## config.mk

```make
export PLATFORM = sky130hd
export DESIGN_NAME = range_tracker
export DESIGN_NICKNAME = d
export VERILOG_FILES = /design/src/rtl/range_pkg.sv /design/src/rtl/range_minmax_unit.sv /design/src/rtl/range_tracker.sv
export SDC_FILE = /design/constraint.sdc
export NUM_CORES = 1
export LEC_CHECK = 0
export BUFFER_PORTS_ARGS = -buffer_cell sky130_fd_sc_hd__clkbuf_2
export CAP_MARGIN = 40
export CORE_ASPECT_RATIO = 2
export CORE_UTILIZATION = 54
export CTS_BUF_LIST = sky130_fd_sc_hd__clkbuf_8 sky130_fd_sc_hd__clkbuf_16
export DETAILED_ROUTE_END_ITERATION = 8
export PLACE_DENSITY = 0.77
export SLEW_MARGIN = 10
export SYNTH_ARGS = -nofsm -noshare
export SYNTH_HDL_FRONTEND = slang
export SYNTH_SLANG_ARGS = --single-unit
```

## constraint.sdc

```tcl
create_clock -name clock -period 3.6 [get_ports clock]
set_input_delay 0.36 -clock clock [delete_from_list [all_inputs] [get_ports clock]]
set_output_delay 0.36 -clock clock [all_outputs]
set_load 0.01 [all_outputs]
```

## src/rtl/range_pkg.sv

```systemverilog
// rtl/range_pkg.sv - shared types for the range tracker
//   mode_t  : result selection latched at session start
//   state_t : session FSM states
package range_pkg;

  typedef enum logic [1:0] {
    MODE_RANGE = 2'd0,
    MODE_MAX   = 2'd1,
    MODE_MIN   = 2'd2,
    MODE_MID   = 2'd3
  } mode_t;

  typedef enum logic {
    IDLE   = 1'b0,
    ACTIVE = 1'b1
  } state_t;

endpackage

```

## src/rtl/range_minmax_unit.sv

```systemverilog
// rtl/range_minmax_unit.sv - combinational min/max fold with range and midpoint candidates
//   cur_min, cur_max : running extremes (WIDTH)
//   sample           : incoming sample (WIDTH)
//   next_min/max     : extremes after folding in sample
//   range_val        : next_max - next_min as unsigned WIDTH bits
//   mid_val          : floor((next_min + next_max) / 2)
module range_minmax_unit
  import range_pkg::*;
#(
  parameter int WIDTH  = 10,
  parameter int SIGNED = 0
) (
  input  logic [WIDTH-1:0] cur_min,
  input  logic [WIDTH-1:0] cur_max,
  input  logic [WIDTH-1:0] sample,
  output logic [WIDTH-1:0] next_min,
  output logic [WIDTH-1:0] next_max,
  output logic [WIDTH-1:0] range_val,
  output logic [WIDTH-1:0] mid_val
);

  logic             lt_min;
  logic             gt_max;
  logic [WIDTH:0]   sum;

  always_comb begin
    if (SIGNED != 0) begin
      lt_min = $signed(sample) < $signed(cur_min);
      gt_max = $signed(sample) > $signed(cur_max);
    end else begin
      lt_min = sample < cur_min;
      gt_max = sample > cur_max;
    end
    next_min = lt_min ? sample : cur_min;
    next_max = gt_max ? sample : cur_max;

    // max >= min always, so the wrapped difference is the exact unsigned range
    range_val = next_max - next_min;

    // one extra bit keeps the sum exact; dropping bit 0 is a floor shift
    if (SIGNED != 0)
      sum = {next_min[WIDTH-1], next_min} + {next_max[WIDTH-1], next_max};
    else
      sum = {1'b0, next_min} + {1'b0, next_max};
    mid_val = sum[WIDTH:1];
  end

endmodule

```

## src/rtl/range_tracker.sv

```systemverilog
// rtl/range_tracker.sv - session-framed min/max tracker reporting range, max, min or midpoint
//   clock, reset_n   : rising-edge clock, async active-low reset
//   data_in          : sample, taken every cycle a session is open
//   go, finish       : session start / end (finish cycle sample included)
//   mode             : result selection, latched at session start
//   result           : held result of the last completed session
//   result_valid     : one-cycle pulse when result updates
//   sample_count     : saturating sample count of current/last session
//   busy             : session open
//   error            : sticky protocol error, cleared by a clean start
module range_tracker
  import range_pkg::*;
#(
  parameter int WIDTH  = 10,
  parameter int SIGNED = 0,
  parameter int CNT_W  = 8
) (
  input  logic             clock,
  input  logic             reset_n,
  input  logic [WIDTH-1:0] data_in,
  input  logic             go,
  input  logic             finish,
  input  logic [1:0]       mode,
  output logic [WIDTH-1:0] result,
  output logic             result_valid,
  output logic [CNT_W-1:0] sample_count,
  output logic             busy,
  output logic             error
);

  state_t           state;
  mode_t            mode_r;
  logic [WIDTH-1:0] min_r;
  logic [WIDTH-1:0] max_r;
  logic [WIDTH-1:0] next_min;
  logic [WIDTH-1:0] next_max;
  logic [WIDTH-1:0] range_val;
  logic [WIDTH-1:0] mid_val;
  logic [WIDTH-1:0] result_sel;
  logic [CNT_W-1:0] count_inc;

  range_minmax_unit #(
    .WIDTH  (WIDTH),
    .SIGNED (SIGNED)
  ) u_minmax (
    .cur_min   (min_r),
    .cur_max   (max_r),
    .sample    (data_in),
    .next_min  (next_min),
    .next_max  (next_max),
    .range_val (range_val),
    .mid_val   (mid_val)
  );

  assign busy = (state == ACTIVE);

  always_comb begin
    count_inc = (sample_count == {CNT_W{1'b1}}) ? sample_count
                                                : sample_count + CNT_W'(1);
    case (mode_r)
      MODE_RANGE: result_sel = range_val;
      MODE_MAX:   result_sel = next_max;
      MODE_MIN:   result_sel = next_min;
      default:    result_sel = mid_val;
    endcase
  end

  always_ff @(posedge clock or negedge reset_n) begin
    if (!reset_n) begin
      state        <= IDLE;
      mode_r       <= MODE_RANGE;
      min_r        <= '0;
      max_r        <= '0;
      result       <= '0;
      result_valid <= 1'b0;
      sample_count <= '0;
      error        <= 1'b0;
    end else begin
      result_valid <= 1'b0;
      case (state)
        IDLE: begin
          if (finish) begin
            error <= 1'b1;
          end else if (go) begin
            state        <= ACTIVE;
            min_r        <= data_in;
            max_r        <= data_in;
            sample_count <= CNT_W'(1);
            mode_r       <= mode_t'(mode);
            error        <= 1'b0;
          end
        end
        ACTIVE: begin
          if (finish) begin
            // finish wins over a simultaneous go, which only flags an error
            min_r        <= next_min;
            max_r        <= next_max;
            sample_count <= count_inc;
            result       <= result_sel;
            result_valid <= 1'b1;
            state        <= IDLE;
            if (go)
              error <= 1'b1;
          end else if (go) begin
            min_r        <= data_in;
            max_r        <= data_in;
            sample_count <= CNT_W'(1);
            mode_r       <= mode_t'(mode);
            error        <= 1'b1;
          end else begin
            min_r        <= next_min;
            max_r        <= next_max;
            sample_count <= count_inc;
          end
        end
        default: state <= IDLE;
      endcase
    end
  end

endmodule
```

[After elaboration in Yosys (flattened, before gate mapping)]
Cells that the tools add are included.
Operators by class
  bitwise operators: 2
  reductions and logical operators: 5
  multiplexer cells: 29
  $add $sub $neg: 3
  order comparisons: 2
  equality and inequality tests: 7
Operator list (number)
  10-bit two-way mux: 8
  8-bit two-way mux: 5
  10-bit one-hot mux with 2 select lines: 2
  10-bit one-hot mux with 3 select lines: 1
  8-bit one-hot mux with 2 select lines: 1
  10-bit by 10-bit adder with 11-bit output: 1
  10-bit greater-than comparator: 1
  10-bit < comparator: 1
  10-bit subtractor: 1
  8-bit by 1-bit adder with 8-bit output, second input constant: 1
  8-bit == test, second input constant: 1
  1-bit two-way mux: 8
  2-bit AND reduction: 4
  2-bit != test, second input constant: 3
  2-bit two-way mux: 2
  1-bit one-hot mux with 2 select lines: 2
  3-bit != test, second input constant: 1
  2-bit by 1-bit == test with 1-bit output, second input constant: 1
  2-bit == test, second input constant: 1
  2-bit zero test: 1
  1-bit NOT: 2
Storage, ports and cells
  output and inout bits: 21
  bits of input ports: 16
  register bits after elaboration: 43
  logic and storage cells: 56

[Logic depth before layout (Yosys ltp)]
  depth after elaboration: 5
  mapped depth: 20
  mapped depth without buffers: 19

[Modules after synthesis]
Synthesis repeated with hierarchy kept, for this count alone.
Unflattened totals
  cell total of the unflattened synthesis: 398
  area total of the unflattened synthesis: 3822.4 µm²
By module, submodules not included
  range_tracker: sequential area each 1076.0 µm², cells each 176, area each 2125.8 µm², instances 1
  range_minmax_unit: sequential area each 0.0 µm², cells each 222, area each 1696.6 µm², instances 1

[Least setup slack after synthesis]
No wires, ideal clock.
  kind: flip-flop to flip-flop
  from: register max_r[9]
  to: register result[9]
  setup slack: -0.056 ns
  period minus slack after synthesis: 3.656 ns
  data arrival time: 3.563 ns
  stages on the path, launching flop included: 18
  buffers on the path: 2
  cell sequence: dfrtp_1 inv_1 ha_1 and3_1 nand4_1 o21ai_0 o21bai_4 buf_6 mux2_2 ha_1 clkbuf_2 a21oi_1 nor2b_1 a311o_2 a221oi_2 xnor2_1 o21a_1 a221oi_2
On the way
  cells in the longest elaborated chain, start to end: 4
  elaborated cells between the ends (all ways): 5
  those cells by class: add/sub (2); order compare (1); mux (2)
RTL lines
  from (decl): RTL line range_tracker.sv:34  | logic [WIDTH-1:0] max_r;
  from (signal assigned): RTL line range_tracker.sv:87  | max_r <= data_in;
  from (signal assigned): RTL line range_tracker.sv:97  | max_r <= next_max;
  from (signal assigned): RTL line range_tracker.sv:106  | max_r <= data_in;
  10-bit greater-than comparator: RTL line range_minmax_unit.sv:32  | gt_max = sample > cur_max;
  10-bit two-way mux (*): RTL line range_minmax_unit.sv:35  | next_max = gt_max ? sample : cur_max;
  10-bit by 10-bit adder with 11-bit output / 10-bit subtractor (equally long branches): RTL line range_minmax_unit.sv:44, range_minmax_unit.sv:38
  10-bit one-hot mux with 3 select lines (*): RTL line range_tracker.sv:60  | case (mode_r)
  to (signal assigned): RTL line range_tracker.sv:99  | result <= result_sel;
  to (decl): RTL line range_tracker.sv:24  | output logic [WIDTH-1:0] result,
Every way passes the cells marked *; elsewhere a longest branch is shown, timed or not.
A chain may end at the register's enable or synchronous reset.

[Worst setup path in the final report]
  from: register max_r[3]
  to: register result[8]
The elaborated chain is that of the path after synthesis.

==> impl_metrics.json <==
{
  "dieArea_sq_mm": 0.00711,
  "fin_tns_setup_ns": -0.268,
  "crit_path_start": "max_r[3]",
  "antenna_found_initial": 0,
  "fmaxAchievable_mhz": 271,
  "worstRegToRegCells": 15,
  "grt_pass1_vias": 4016,
  "antennaDiodeCount": 0,
  "final_max_slew_viol_count": 0,
  "drt_iter0_markers": 231,
  "antenna_left": 0,
  "synth_most_common_cell": "dfrtp_1",
  "numCtsBuffers": 5,
  "track_usage_pct": 35.3,
  "synth_compound_area_share_pct": 19.6,
  "crit_required_ns": 3.81,
  "synthAdderAreaFrac_pct": 14.5,
  "relSlewSlack_pct": 49.7,
  "core_sq_mm": 0.00657,
  "power_density_mw_per_mm2": 911,
  "clock-sinks": 43,
  "drive_gt1_share_pct": 42.4,
  "grt_setup_unrepaired": "yes",
  "synth-xor-area-share_pct": 3.84,
  "fin_crit_sh_pct": 102,
  "area.growth.synth_to_final_pct": 40.6,
  "ys_ff_latch": 43,
  "netlist_area_sq_mm": 0.00365,
  "yosys.area_share.simple_pct": 17.2,
  "synth_warnings": 0,
  "ioPinCount": 37,
  "overflow": 0,
  "cts.path.max_buffers": 2,
  "final_area_sq_mm": 0.00513,
  "drv_cap": 0,
  "dp.cells": 612,
  "crit_type": "reg -> reg",
  "place_ws_ns": -0.395,
  "grt_pass1_wl_um": 18600,
  "clkTransAtPathRegs_ns": 0.06,
  "peakVddDrop_uv": 548,
  "synth_area_leaders": "dfrtp_1, ha_1, mux2_2, o21ai_0, inv_1",
  "place_hpwl_um": 8450,
  "clock-skew-final_ns": 0.00563,
  "via_per_inst": 6.09,
  "synth_commonest_cells": "dfrtp_1, inv_1, nor2_1",
  "num_vias": 3884,
  "min-delay-path-class": "in -> async",
  "clk_latency_ns": 0.29,
  "drc": 0,
  "status": "finished, violations left",
  "start_util_pct": 55.5,
  "leakagePower_nw": 2.43,
  "yosys.area.top_type": "dfrtp_1",
  "dieWidth_um": 60.1,
  "htreeDepth": 2,
  "rows": 42,
  "r2r-start": "max_r[3]",
  "crit_path_max_fanout": 5,
  "muxShareOfSynthArea_pct": 9.19,
  "cts_root_buffer": "clkbuf_16",
  "nFillCells": 416,
  "grt_max_degree": 30,
  "synth_cells": 424,
  "tightest_slew_ns": 0.754,
  "placed_area_sq_mm": 0.00450,
  "syn_avg_cell_area_sq_um": 8.60,
  "synth-main-ff-cell": "dfrtp_1",
  "die_h_um": 118,
  "layout.cells.non_filler": 638,
  "synth-edff-count": 0,
  "firstDrtPassIters": 5,
  "netlist.area_leader.share_pct": 29.5,
  "wl_per_cell_um": 19.6,
  "drt-total-wl_um": 12500,
  "numPortBuffers": 36,
  "async_reset_ff_share_pct": 100,
  "final_nets": 606,
  "gp_congestion": 0.965,
  "startpoint_type": "register",
  "min_period_ns": 3.69,
  "synth_top_family_by_area": "compound AO/OA/AOI/OAI gates",
  "setup_viol": 4,
  "synth-seq-area-share_pct": 29.5,
  "cts_tree": "built",
  "critPathArrivalTime_ns": 3.90,
  "synth_cell_types": 62,
  "final_hold_viol_count": 0,
  "violations": "setup timing",
  "whs_ns": 0.0132,
  "setup_slack_ns": -0.0854,
  "synth_nets": 481,
  "end_kind": "register"
}
## report_power, final
part | internal (mW) | switching [mW] | total [mW]
Combinational | 1.70 | 1.68 | 3.39
Sequential | 0.625 | 0.114 | 0.738
Clock | 0.345 | 0.198 | 0.543
## registers in the layout (all words and copies together), names as in the netlist
signal,flops
max_r,10
min_r,10
busy,1
sample_count,8
result_valid,1
result,10
error,1
mode_r,2
## repair_timing
item	CTS	global route
hold buffers	0	0
gates cloned	1	1
gates resized for setup	38	39
setup endpoints to repair	7	7
buffers inserted	8	9
pin swaps	12	27
hold endpoints to repair	0	0
## path summary, 6_finish.rpt
check	endpoint	slack, ns
max	result[8]	-0.09
min	result[6]	0.01
min reg2reg	result[4]	0.52
min in group clock	mode_r[0]	0.28
max in group asynchronous	sample_count[3]	2.82
max reg2reg	result[8]	-0.09
## cells by family after synthesis
family / count (synthesis)
compound gates: 106
xor+xnor: 16
fa+ha+maj: 41
buf+inv: 58
flops: 43
mux: 31
simple gates: 129
## cells in the final DEF, fill, tap and decap left out, drive strengths merged, types with 5 or more instances in the layout
cell,n
a21oi,19
inv,42
mux2i,11
dfrtp,43
xnor2,11
buf,98
clkbuf,42
nand3,11
xor2,5
nor2,43
nor2b,7
o22ai,7
nor3,11
o21ai,35
nand2,31
ha,39
o21bai,5
mux2,20
## routing by layer
| metal | GRT usage [%] | up-vias | share of wire [%] |
|---|---|---|---|
| li1 | - | 1753 | - |
| met3 | 6.56 | 75 | 4.7 |
| met5 | 0 | - | 0 |
| met4 | 27.9 | 0 | 7.9 |
| met2 | 59.3 | 199 | 53 |
| met1 | 35.8 | 1857 | 34 |
## area by class of cell
class                           count  area [sq um]  area share [%]
Timing Repair Buffer              134           931            18.2
Tap cell                           88           110            2.15
Multi-Input combinational cell    323          2680            52.2
Sequential cell                    43          1080            21.0
Clock buffer                        6           139            2.71
Inverter                           42           158            3.07
Clock inverter                      2          35.0           0.683
## worst max-delay path, cell delays in order, from the launching register on
cell	delay [ns]
dfrtp_1	0.40
inv_2	0.09
ha_4	0.20
a211oi_2	0.17
o21bai_1	0.10
a21o_1	0.24
o21bai_4	0.25
buf_4	0.19
mux2_2	0.38
ha_1	0.31
or4_1	0.54
a21oi_2	0.14
o22ai_1	0.12
xnor2_1	0.19
nor2_1	0.09
a211oi_2	0.20
## stage by stage
stage | power (mW) | util [%]
2_1_floorplan | 2.48 | -
3_3_place_gp | 3.43 | 68.5
3_5_place_dp | 3.51 | 68.5
4_1_cts | 4.31 | 74.7
5_1_grt | 4.95 | 78.1
6_report | 4.67 | 78.1
Power figures use the tool's default switching activity.
